## config.mk

```make
export PLATFORM = sky130hd
export DESIGN_NAME = fp_mul_rr_sched_flat
export DESIGN_NICKNAME = d
export VERILOG_FILES = /design/src/rtl/fp_mul_rr_sched_if.sv /design/src/rtl/fp_mul_rr_sched.sv /design/src/flat_wrapper.sv
export SDC_FILE = /design/constraint.sdc
export NUM_CORES = 2
export LEC_CHECK = 0
export CORE_UTILIZATION = 35
export CTS_CLUSTER_SIZE = 14
export DETAILED_ROUTE_END_ITERATION = 6
export DONT_BUFFER_PORTS = 1
export GPL_TIMING_DRIVEN = 0
export SLEW_MARGIN = 0
export SYNTH_ARGS = -nofsm -noshare
export SYNTH_HDL_FRONTEND = slang
export SYNTH_SLANG_ARGS = --single-unit
```

## constraint.sdc

```tcl
create_clock -name clk -period 45 [get_ports clk]
set_input_delay 11.25 -clock clk [delete_from_list [all_inputs] [get_ports clk]]
set_output_delay 11.25 -clock clk [all_outputs]
set_load 0.05 [all_outputs]
```

## src/rtl/fp_mul_rr_sched_if.sv

```systemverilog
// Request/response bundle between the requester front-ends and the shared
// fp_mul scheduler; master = requesters plus consumer, slave = scheduler.
interface fp_mul_rr_sched_if #(
  parameter int NEXP  = 8,
  parameter int NSIG  = 23,
  parameter int NREQ  = 4,
  parameter int IDW   = $clog2(NREQ),
  parameter int NFLAG = 6
);
  localparam int W = NEXP + NSIG + 1;

  logic [NREQ-1:0]   req_valid;
  logic [NREQ-1:0]   req_ready;
  logic [NREQ*W-1:0] req_a;
  logic [NREQ*W-1:0] req_b;
  logic [NREQ*3-1:0] req_rnd;
  logic              rsp_valid;
  logic              rsp_ready;
  logic [W-1:0]      rsp_p;
  logic [NFLAG-1:0]  rsp_flags;
  logic [IDW-1:0]    rsp_id;

  modport master (
    output req_valid, req_a, req_b, req_rnd, rsp_ready,
    input  req_ready, rsp_valid, rsp_p, rsp_flags, rsp_id
  );

  modport slave (
    input  req_valid, req_a, req_b, req_rnd, rsp_ready,
    output req_ready, rsp_valid, rsp_p, rsp_flags, rsp_id
  );
endinterface

```

## src/rtl/fp_mul_rr_sched.sv

```systemverilog
// Round-robin scheduler sharing one combinational fp_mul among NREQ requesters,
// with an operand register in front and a result register behind the multiplier.

module fp_mul #(
  parameter int NEXP  = 8,
  parameter int NSIG  = 23,
  parameter int NFLAG = 6
) (
  input  logic [NEXP+NSIG:0] a,
  input  logic [NEXP+NSIG:0] b,
  input  logic [2:0]         rnd,
  output logic [NEXP+NSIG:0] p,
  output logic [NFLAG-1:0]   flags
);
  localparam int PW   = 2 * (NSIG + 1);
  localparam int EMAX = (1 << NEXP) - 1;
  localparam int BIAS = (1 << (NEXP - 1)) - 1;
  localparam int F_SNAN = 0, F_QNAN = 1, F_INF = 2, F_ZERO = 3, F_SUB = 4, F_NORM = 5;

  logic                 sgn, nanA, nanB, infA, infB, zeroA, zeroB, snanAny, guard;
  logic [NEXP-1:0]      expA, expB, expField, pExp;
  logic [NSIG-1:0]      fracA, fracB, pFrac;
  logic [PW-1:0]        prod, norm;
  logic [NEXP+NSIG-1:0] mag;
  int                   pos, eRes;

  always_comb begin
    sgn   = a[NEXP+NSIG] ^ b[NEXP+NSIG];
    expA  = a[NEXP+NSIG-1:NSIG];
    expB  = b[NEXP+NSIG-1:NSIG];
    fracA = a[NSIG-1:0];
    fracB = b[NSIG-1:0];
    nanA  = (&expA) & (|fracA);
    nanB  = (&expB) & (|fracB);
    infA  = (&expA) & ~(|fracA);
    infB  = (&expB) & ~(|fracB);
    zeroA = ~(|expA) & ~(|fracA);
    zeroB = ~(|expB) & ~(|fracB);
    snanAny = (nanA & ~fracA[NSIG-1]) | (nanB & ~fracB[NSIG-1]);

    prod = {{(NSIG+1){1'b0}}, |expA, fracA} * {{(NSIG+1){1'b0}}, |expB, fracB};
    pos = 0;
    for (int unsigned i = 0; i < PW; i++) begin
      if (prod[i]) pos = int'(i);
    end

    // Exponent of the product once its leading one sits at the hidden-bit slot;
    // subnormal inputs use an effective exponent of 1.
    eRes = ((expA == '0) ? 1 : int'(expA)) + ((expB == '0) ? 1 : int'(expB))
           - BIAS + pos - 2 * NSIG;
    norm = prod << (PW - 1 - pos);
    expField = '0;
    if (eRes < 1) norm = norm >> (1 - eRes);
    else          expField = NEXP'(eRes);

    // Rounding carry ripples into the exponent field, covering subnormal->normal
    // and max-normal->infinity promotion.
    guard = norm[NSIG];
    mag   = {expField, norm[PW-2:NSIG+1]} + (NEXP+NSIG)'(rnd == 3'b100 && guard);

    if (nanA || nanB || (infA && zeroB) || (zeroA && infB))
      p = {1'b0, {NEXP{1'b1}}, 1'b1, {(NSIG-1){1'b0}}};
    else if (infA || infB)
      p = {sgn, {NEXP{1'b1}}, {NSIG{1'b0}}};
    else if (prod == '0)
      p = {sgn, {(NEXP+NSIG){1'b0}}};
    else if (eRes > EMAX - 1)
      p = {sgn, {NEXP{1'b1}}, {NSIG{1'b0}}};
    else
      p = {sgn, mag};

    pExp  = p[NEXP+NSIG-1:NSIG];
    pFrac = p[NSIG-1:0];
    flags = '0;
    flags[F_SNAN] = snanAny;
    if (&pExp) begin
      if (|pFrac) flags[F_QNAN] = 1'b1;
      else        flags[F_INF]  = 1'b1;
    end else if (pExp == '0) begin
      if (|pFrac) flags[F_SUB]  = 1'b1;
      else        flags[F_ZERO] = 1'b1;
    end else begin
      flags[F_NORM] = 1'b1;
    end
  end
endmodule

module fp_mul_rr_sched #(
  parameter int NEXP  = 8,
  parameter int NSIG  = 23,
  parameter int NREQ  = 4,
  parameter int IDW   = $clog2(NREQ),
  parameter int NFLAG = 6
) (
  input  logic                 clk,
  input  logic                 rst_n,
  fp_mul_rr_sched_if.slave     bus,
  output logic                 busy
);
  localparam int W = NEXP + NSIG + 1;

  logic             adv1, adv2, grantHit, accept, s1Valid;
  logic [IDW-1:0]   grantIdx, rrPtr, s1Id;
  logic [W-1:0]     s1A, s1B, mulP;
  logic [2:0]       s1Rnd;
  logic [NFLAG-1:0] mulFlags;
  int unsigned      arbIdx;

  always_comb begin
    grantHit = 1'b0;
    grantIdx = '0;
    arbIdx   = 0;
    for (int unsigned k = 1; k <= NREQ; k++) begin
      arbIdx = (32'(rrPtr) + k) % NREQ;
      if (!grantHit && bus.req_valid[arbIdx]) begin
        grantHit = 1'b1;
        grantIdx = IDW'(arbIdx);
      end
    end
  end

  // req_ready is forced low during reset even though both stages look empty.
  always_comb begin
    adv2   = !bus.rsp_valid || bus.rsp_ready;
    adv1   = !s1Valid || adv2;
    accept = rst_n && adv1 && grantHit;
    bus.req_ready = '0;
    if (accept) bus.req_ready[grantIdx] = 1'b1;
    busy = s1Valid || bus.rsp_valid;
  end

  always_ff @(posedge clk or negedge rst_n) begin
    if (!rst_n) begin
      s1Valid <= 1'b0;
      s1A     <= '0;
      s1B     <= '0;
      s1Rnd   <= '0;
      s1Id    <= '0;
      rrPtr   <= IDW'(NREQ - 1);
    end else if (adv1) begin
      s1Valid <= accept;
      if (accept) begin
        s1A   <= bus.req_a[grantIdx*W +: W];
        s1B   <= bus.req_b[grantIdx*W +: W];
        s1Rnd <= bus.req_rnd[grantIdx*3 +: 3];
        s1Id  <= grantIdx;
        rrPtr <= grantIdx;
      end
    end
  end

  fp_mul #(.NEXP(NEXP), .NSIG(NSIG), .NFLAG(NFLAG)) uMul (
    .a     (s1A),
    .b     (s1B),
    .rnd   (s1Rnd),
    .p     (mulP),
    .flags (mulFlags)
  );

  always_ff @(posedge clk or negedge rst_n) begin
    if (!rst_n) begin
      bus.rsp_valid <= 1'b0;
      bus.rsp_p     <= '0;
      bus.rsp_flags <= '0;
      bus.rsp_id    <= '0;
    end else if (adv2) begin
      bus.rsp_valid <= s1Valid;
      bus.rsp_p     <= mulP;
      bus.rsp_flags <= mulFlags;
      bus.rsp_id    <= s1Id;
    end
  end
endmodule

```

## src/flat_wrapper.sv

```systemverilog
// flat-port wrapper written by rule: the top's interface ports become plain ports
module fp_mul_rr_sched_flat 
#(
  parameter int NEXP  = 8,
  parameter int NSIG  = 23,
  parameter int NREQ  = 4,
  parameter int IDW   = $clog2(NREQ),
  parameter int NFLAG = 6
)
  (clk, rst_n, busy, bus_req_valid, bus_req_a, bus_req_b, bus_req_rnd, bus_rsp_ready, bus_req_ready, bus_rsp_valid, bus_rsp_p, bus_rsp_flags, bus_rsp_id);
  fp_mul_rr_sched_if #(.NEXP(NEXP), .NSIG(NSIG), .NREQ(NREQ), .IDW(IDW), .NFLAG(NFLAG)) bus_i ();
  input  logic clk;
  input  logic rst_n;
  output logic busy;
  input wire logic [$bits(bus_i.req_valid)-1:0] bus_req_valid;
  input wire logic [$bits(bus_i.req_a)-1:0] bus_req_a;
  input wire logic [$bits(bus_i.req_b)-1:0] bus_req_b;
  input wire logic [$bits(bus_i.req_rnd)-1:0] bus_req_rnd;
  input wire logic [$bits(bus_i.rsp_ready)-1:0] bus_rsp_ready;
  output wire logic [$bits(bus_i.req_ready)-1:0] bus_req_ready;
  output wire logic [$bits(bus_i.rsp_valid)-1:0] bus_rsp_valid;
  output wire logic [$bits(bus_i.rsp_p)-1:0] bus_rsp_p;
  output wire logic [$bits(bus_i.rsp_flags)-1:0] bus_rsp_flags;
  output wire logic [$bits(bus_i.rsp_id)-1:0] bus_rsp_id;
  assign bus_i.req_valid = bus_req_valid;
  assign bus_i.req_a = bus_req_a;
  assign bus_i.req_b = bus_req_b;
  assign bus_i.req_rnd = bus_req_rnd;
  assign bus_i.rsp_ready = bus_rsp_ready;
  assign bus_req_ready = bus_i.req_ready;
  assign bus_rsp_valid = bus_i.rsp_valid;
  assign bus_rsp_p = bus_i.rsp_p;
  assign bus_rsp_flags = bus_i.rsp_flags;
  assign bus_rsp_id = bus_i.rsp_id;
  fp_mul_rr_sched #(.NEXP(NEXP), .NSIG(NSIG), .NREQ(NREQ), .IDW(IDW), .NFLAG(NFLAG)) u_core (.clk(clk), .rst_n(rst_n), .bus(bus_i), .busy(busy));
endmodule
```

== After elaboration in Yosys (flattened, before gate mapping) ==
Index checks and enable logic that the tools add are counted.

* Output and inout port bits: 46
* Register bits: 113
* Word-level logic and storage cells: 167

* Reduce and logical (&&, ||, !) cells: 34
* Eq/ne operators: 1
* $add $sub $neg: 11
* Shift operators: 5
* Magnitude comparators: 8
* Muxes and demuxes: 80
* Multiply operators: 2
* Bitwise gates (word level): 16

{| class="wikitable"
|+ Operators with widths
! kind !! number
|-
| $mux W32 || 47
|-
| $shiftx A128 B8 Y32 || 2
|-
| $mux W31 || 3
|-
| $reduce_or A23 Y1 || 3
|-
| $logic_not A48 Y1 || 1
|-
| $mul A24 B24 Y48 || 1
|-
| $shl A48 B32 Y48 || 1
|-
| $shr A48 B32 Y47 || 1
|-
| $mux W47 || 1
|-
| $add A10 B32 Y32 || 1
|-
| $gt A32 B9 Y1 const B || 1
|-
| $lt A32 B2 Y1 const B || 1
|-
| $sub A2 B32 Y32 const A || 1
|-
| $sub A32 B7 Y32 const B || 1
|-
| $sub A7 B32 Y32 const A || 1
|-
| $add A31 B1 Y31 || 1
|-
| $logic_not A8 Y1 || 3
|-
| $mux W8 || 3
|-
| $reduce_and A8 Y1 || 3
|-
| $reduce_or A8 Y1 || 2
|-
| $lt A2 B3 Y1 const B || 5
|-
| $mux W1 || 13
|-
| $mux W2 || 6
|-
| $shiftx A12 B5 Y3 || 1
|-
| other kinds (19) || 54
|}

== Depth between registers and ports, before layout ==
* Depth in word-level cells: 64
* Gate-level depth with buffers: 71
* Depth with buffers taken out: 63

== Cells and area by module ==
From an unflattened synthesis, not the netlist that was laid out.

* Cell total of the unflattened synthesis: 4503
* Area, all modules: 35880.7 µm²

{| class="wikitable"
|+ Modules (own cells, without submodules)
! module !! area each (µm²) !! cells an instance !! instances !! sequential area each (µm²)
|-
| fp_mul || 30010.0 || 3894 || 1 || 0.0
|-
| fp_mul_rr_sched || 5870.6 || 609 || 1 || 2830.2
|}

== Worst setup path before layout ==
OpenSTA, ideal clock, no wires.

* Path kind: input-to-output
* Start: in bus_req_valid[2]
* End: out bus_req_ready[1]
* Stages: 7
* Arrival: 13.359 ns
* Data required time: 33.750 ns
* Buffers on the path: 2
* Path slack: 20.391 ns
* Path through: inv_1 > o21ai_0 > a21o_1 > o221ai_1 > clkbuf_1 > clkbuf_1 > nor3b_1

* Longest elaborated chain between the ends: 17
* Elaborated cells on any way between the ends: 29
* Those cells by class: order compare (2); mux (19); reduce/logical (8)

{| class="wikitable"
|+ RTL lines
! item !! line !! text
|-
| from (decl) || flat_wrapper.sv:15 || <nowiki>input wire logic [$bits(bus_i.req_valid)-1:0] bus_req_valid;</nowiki>
|-
| $bmux W1 S2 || fp_mul_rr_sched.sv:115 || <nowiki>if (!grantHit && bus.req_valid[arbIdx]) begin</nowiki>
|-
| $mux W1 (not written as such) || fp_mul_rr_sched.sv:115 ||
|-
| $mux W1 || fp_mul_rr_sched.sv:115 ||
|-
| $logic_not A1 Y1 || fp_mul_rr_sched.sv:115 ||
|-
| $logic_and A1 B1 Y1 || fp_mul_rr_sched.sv:115 ||
|-
| $mux W1 || fp_mul_rr_sched.sv:115 ||
|-
| $logic_not A1 Y1 || fp_mul_rr_sched.sv:115 ||
|-
| $logic_and A1 B1 Y1 || fp_mul_rr_sched.sv:115 ||
|-
| $mux W1 || fp_mul_rr_sched.sv:115 ||
|-
| $logic_not A1 Y1 || fp_mul_rr_sched.sv:115 ||
|-
| $logic_and A1 B1 Y1 || fp_mul_rr_sched.sv:115 ||
|-
| $mux W2 || fp_mul_rr_sched.sv:115 ||
|-
| $lt A2 B3 Y1 (not written as such) or $ge A2 B1 Y1 (tied branches) || fp_mul_rr_sched.sv:128 || <nowiki>if (accept) bus.req_ready[grantIdx] = 1'b1;</nowiki>
|-
| $logic_and A1 B1 Y1 (not written as such) || fp_mul_rr_sched.sv:128 ||
|-
| $mux W1 (not written as such) || fp_mul_rr_sched.sv:128 ||
|-
| $demux W1 S2 || - ||
|-
| $mux W4 (*) || fp_mul_rr_sched.sv:128 ||
|-
| to (decl) || flat_wrapper.sv:20 || <nowiki>output wire logic [$bits(bus_i.req_ready)-1:0] bus_req_ready;</nowiki>
|}

Mark *: on every way between the ends. The rest lies on a longest branch, timed or not. The select of a mux whose other input is x is not followed.

== Worst setup path in the final report ==
* Start: in bus_req_valid[0]
* End: out bus_req_ready[2]

The elaborated chain is that of the path after synthesis.

==> metrics.csv <==
metric,value,unit
slowest_delay,1230,ps
cts_root_buf,clkbuf_16,
cts.sinks,113,
htreeDepth,4,
crit_chain,a21oi_1 > a31oi_1 > o21ai_0 > o21ai_0 > clkbuf_1 > buf_1 > nor3_1,
clock.fmax,0.03940,GHz
yosysWarnings,0,
tightest_slew,1449,ps
yosys.area.top_type_share,0.2702,
clkLatencyLatePin,440,ps
grtUsageMet3,0.07585,
core,101700,sq um
slowest_stage,nor3_1,
synth_top_cell_by_area,fa_1,
worstPathRequired,33750,ps
grt_setup_unrepaired,no,
cts_resized,0,
start_util,0.3532,
antenna_found_initial,14,
holdPathStages,2,
synth_flop_cell,dfrtp_1,
hold_viol_final,0,
cts_tree,yes,
async_reset_ff_frac,1.000,
grt_max_degree,115,
r2r-start,u_core.s1B[14],
clkTransAtPathRegs,60,ps
grt-ovfl-total,0,
slew_viol_final,0,
place_congestion,1.008,
setup_viol,0,
synthTopCellsByCount,"nand2_1 (753), inv_1 (582), fa_1 (485), nor2_1 (423), and2_1 (303)",
wirelength,173000,microns
path_depth,7,
use_met1,0.4196,
hold_buffers,0,
syn_avg_cell_area,7.478,sq um
cts_buffers,17,
synth_edf_count,0,
placementRows,117,
ys_ff_latch,113,
arrival,14130,ps
wire_per_inst,27.84,microns
maxCapViolCount,0,
violations,design-rule violations,
layoutNonFillerInstCount,6213,
relSlewSlack,0.02677,
synthTopCellsByArea,"fa_1 (27%), nand2_1 (7.9%), dfrtp_1 (7.7%)",
port_buffers,0,
cts_buffer_depth,2,
synth_cell_types,121,
grt-busiest-layer,met2,
min_period_over_period,0.5640,
period_needed,25380,ps
die-area,104000,sq um
placedCellCount,6175,
critPathLaunchType,input pin,
cp-startpoint,bus_req_valid[0],
regArea,2830,sq um
hp-class,register to register,
crit_path_end_kind,primary output,
multi_input_area,29710,sq um
critPathKind,input pin to primary output,
drt_iter0_markers,4824,
grtUsageMet2,0.5081,
grtUsageTotal,0.3247,
worst-path-buf-inv,2,
reg2reg_depth,62,
path_delay_family,simple AND/OR/NAND/NOR gates,
post-route-util,0.3759,
ios,321,
drive_gt1_frac,0.03264,
nets,5795,
status,"complete, but fails checks",
postRouteAntennaNets,0,
tns,0,ps
yosysSeqAreaShare,0.07875,
cp_common_cell,o21ai_0,
syn_inst,4806,
die_h,322.4,microns
synth_area,35940,sq um
hold_start,u_core.s1Id[1],
grt_pass1_vias,36280,
fin_skew,10.34,ps
yosysMostFrequentCell,nand2_1,
drc,2,
vias,38040,
dp_hpwl,142300,microns
post_cts_buffers,0,
dieWidth,322.4,microns
viasPerCell,6.122,
fillCellCount,10840,
crit_fanout,10,
drt-pass1-iter-count,7,
syn_to_final_growth,6.410,%
grt_pass1_wl,248000,microns
syn_nets,5774,
stage by stage:
step / instance area, sq um / hold slack, ps / worst slack [ps]
5_1_grt: 38230 / 521.5 / 19510
6_report: 38240 / 486.9 / 19620
3_3_place_gp: 37650 / 464.6 / 19720
4_1_cts: 38220 / 489.5 / 19760
2_1_floorplan: 35940 / 442.0 / 20390
3_5_place_dp: 37670 / 478.6 / 19760
worst reg2reg max path, delay by kind of cell, from the launching register on:
| family | cells | cell delay, ps |
|---|---|---|
| xor gates and xnor gates | 1 | 290 |
| adders and majority gates | 12 | 5170 |
| buffers and inverters | 19 | 5730 |
| and+or+nand+nor | 18 | 5660 |
| AOI/OAI and AO/OA | 12 | 5170 |
| DFF | 1 | 320 |
cell families after synthesis:
group                    share of synthesized area
AND/OR/NAND/NOR                             0.2641
AO/OA/AOI/OAI                               0.1911
multiplexers                               0.01246
adder cells (fa/ha/maj)                     0.3426
flip-flops                                 0.07875
buffers and inverters                      0.09508
XOR/XNOR                                   0.01584
flip-flops by register name (all words and copies together), names as in the netlist:
signal and flops:
u_core.bus.rsp_valid 1, u_core.bus.rsp_id 2, u_core.rrPtr 2, u_core.bus.rsp_flags 6, u_core.s1Id 2, u_core.s1Rnd 3
u_core.s1Valid 1, u_core.bus.rsp_p 32, u_core.s1B 32, u_core.s1A 32
final cells by class:
type,count,area share
Clock buffer,17,0.01112
Sequential cell,113,0.07401
Timing Repair Buffer,2,0.0002617
Antenna cell,5,0.0003272
Tap cell,1368,0.04476
Clock inverter,15,0.003337
Inverter,588,0.05785
Multi-Input combinational cell,3804,0.7768
Buffer,301,0.03151
layer usage:
| layer | vias up | wire, microns |
|---|---|---|
| li1 | 16200 | - |
| met1 | 18780 | 67220 |
| met2 | 2490 | 77470 |
| met3 | 556 | 18040 |
| met4 | 14 | 10170 |
| met5 | - | 82 |
cell usage in the layout (no fill, tap or decap), types with 36 or more instances in the layout:
master	count
o211ai_1	40
ha_1	208
a211oi_1	50
nor3_1	103
inv_1	582
fa_1	485
nand4_1	37
nand2_1	753
nand3_1	171
xnor2_1	41
and3_1	36
a21oi_1	156
a21o_1	41
nor2_1	423
dfrtp_1	111
or3_1	39
o21ai_0	260
and2_1	303
clkbuf_1	254
path summary, 6_finish.rpt:
kind                                      endpoint  slack, ps
max                               bus_req_ready[2]      19620
min                                 u_core.s1Id[1]        490
max reg2reg                u_core.bus.rsp_flags[3]      22590
min reg2reg                         u_core.s1Id[1]        490
max in group asynchronous          u_core.rrPtr[1]      34230
min in group asynchronous     u_core.bus.rsp_p[13]      10500
Power is left out: the tool's default activity adds up to more than one toggle a clock period on the data nets, which glitch-free logic cannot reach.
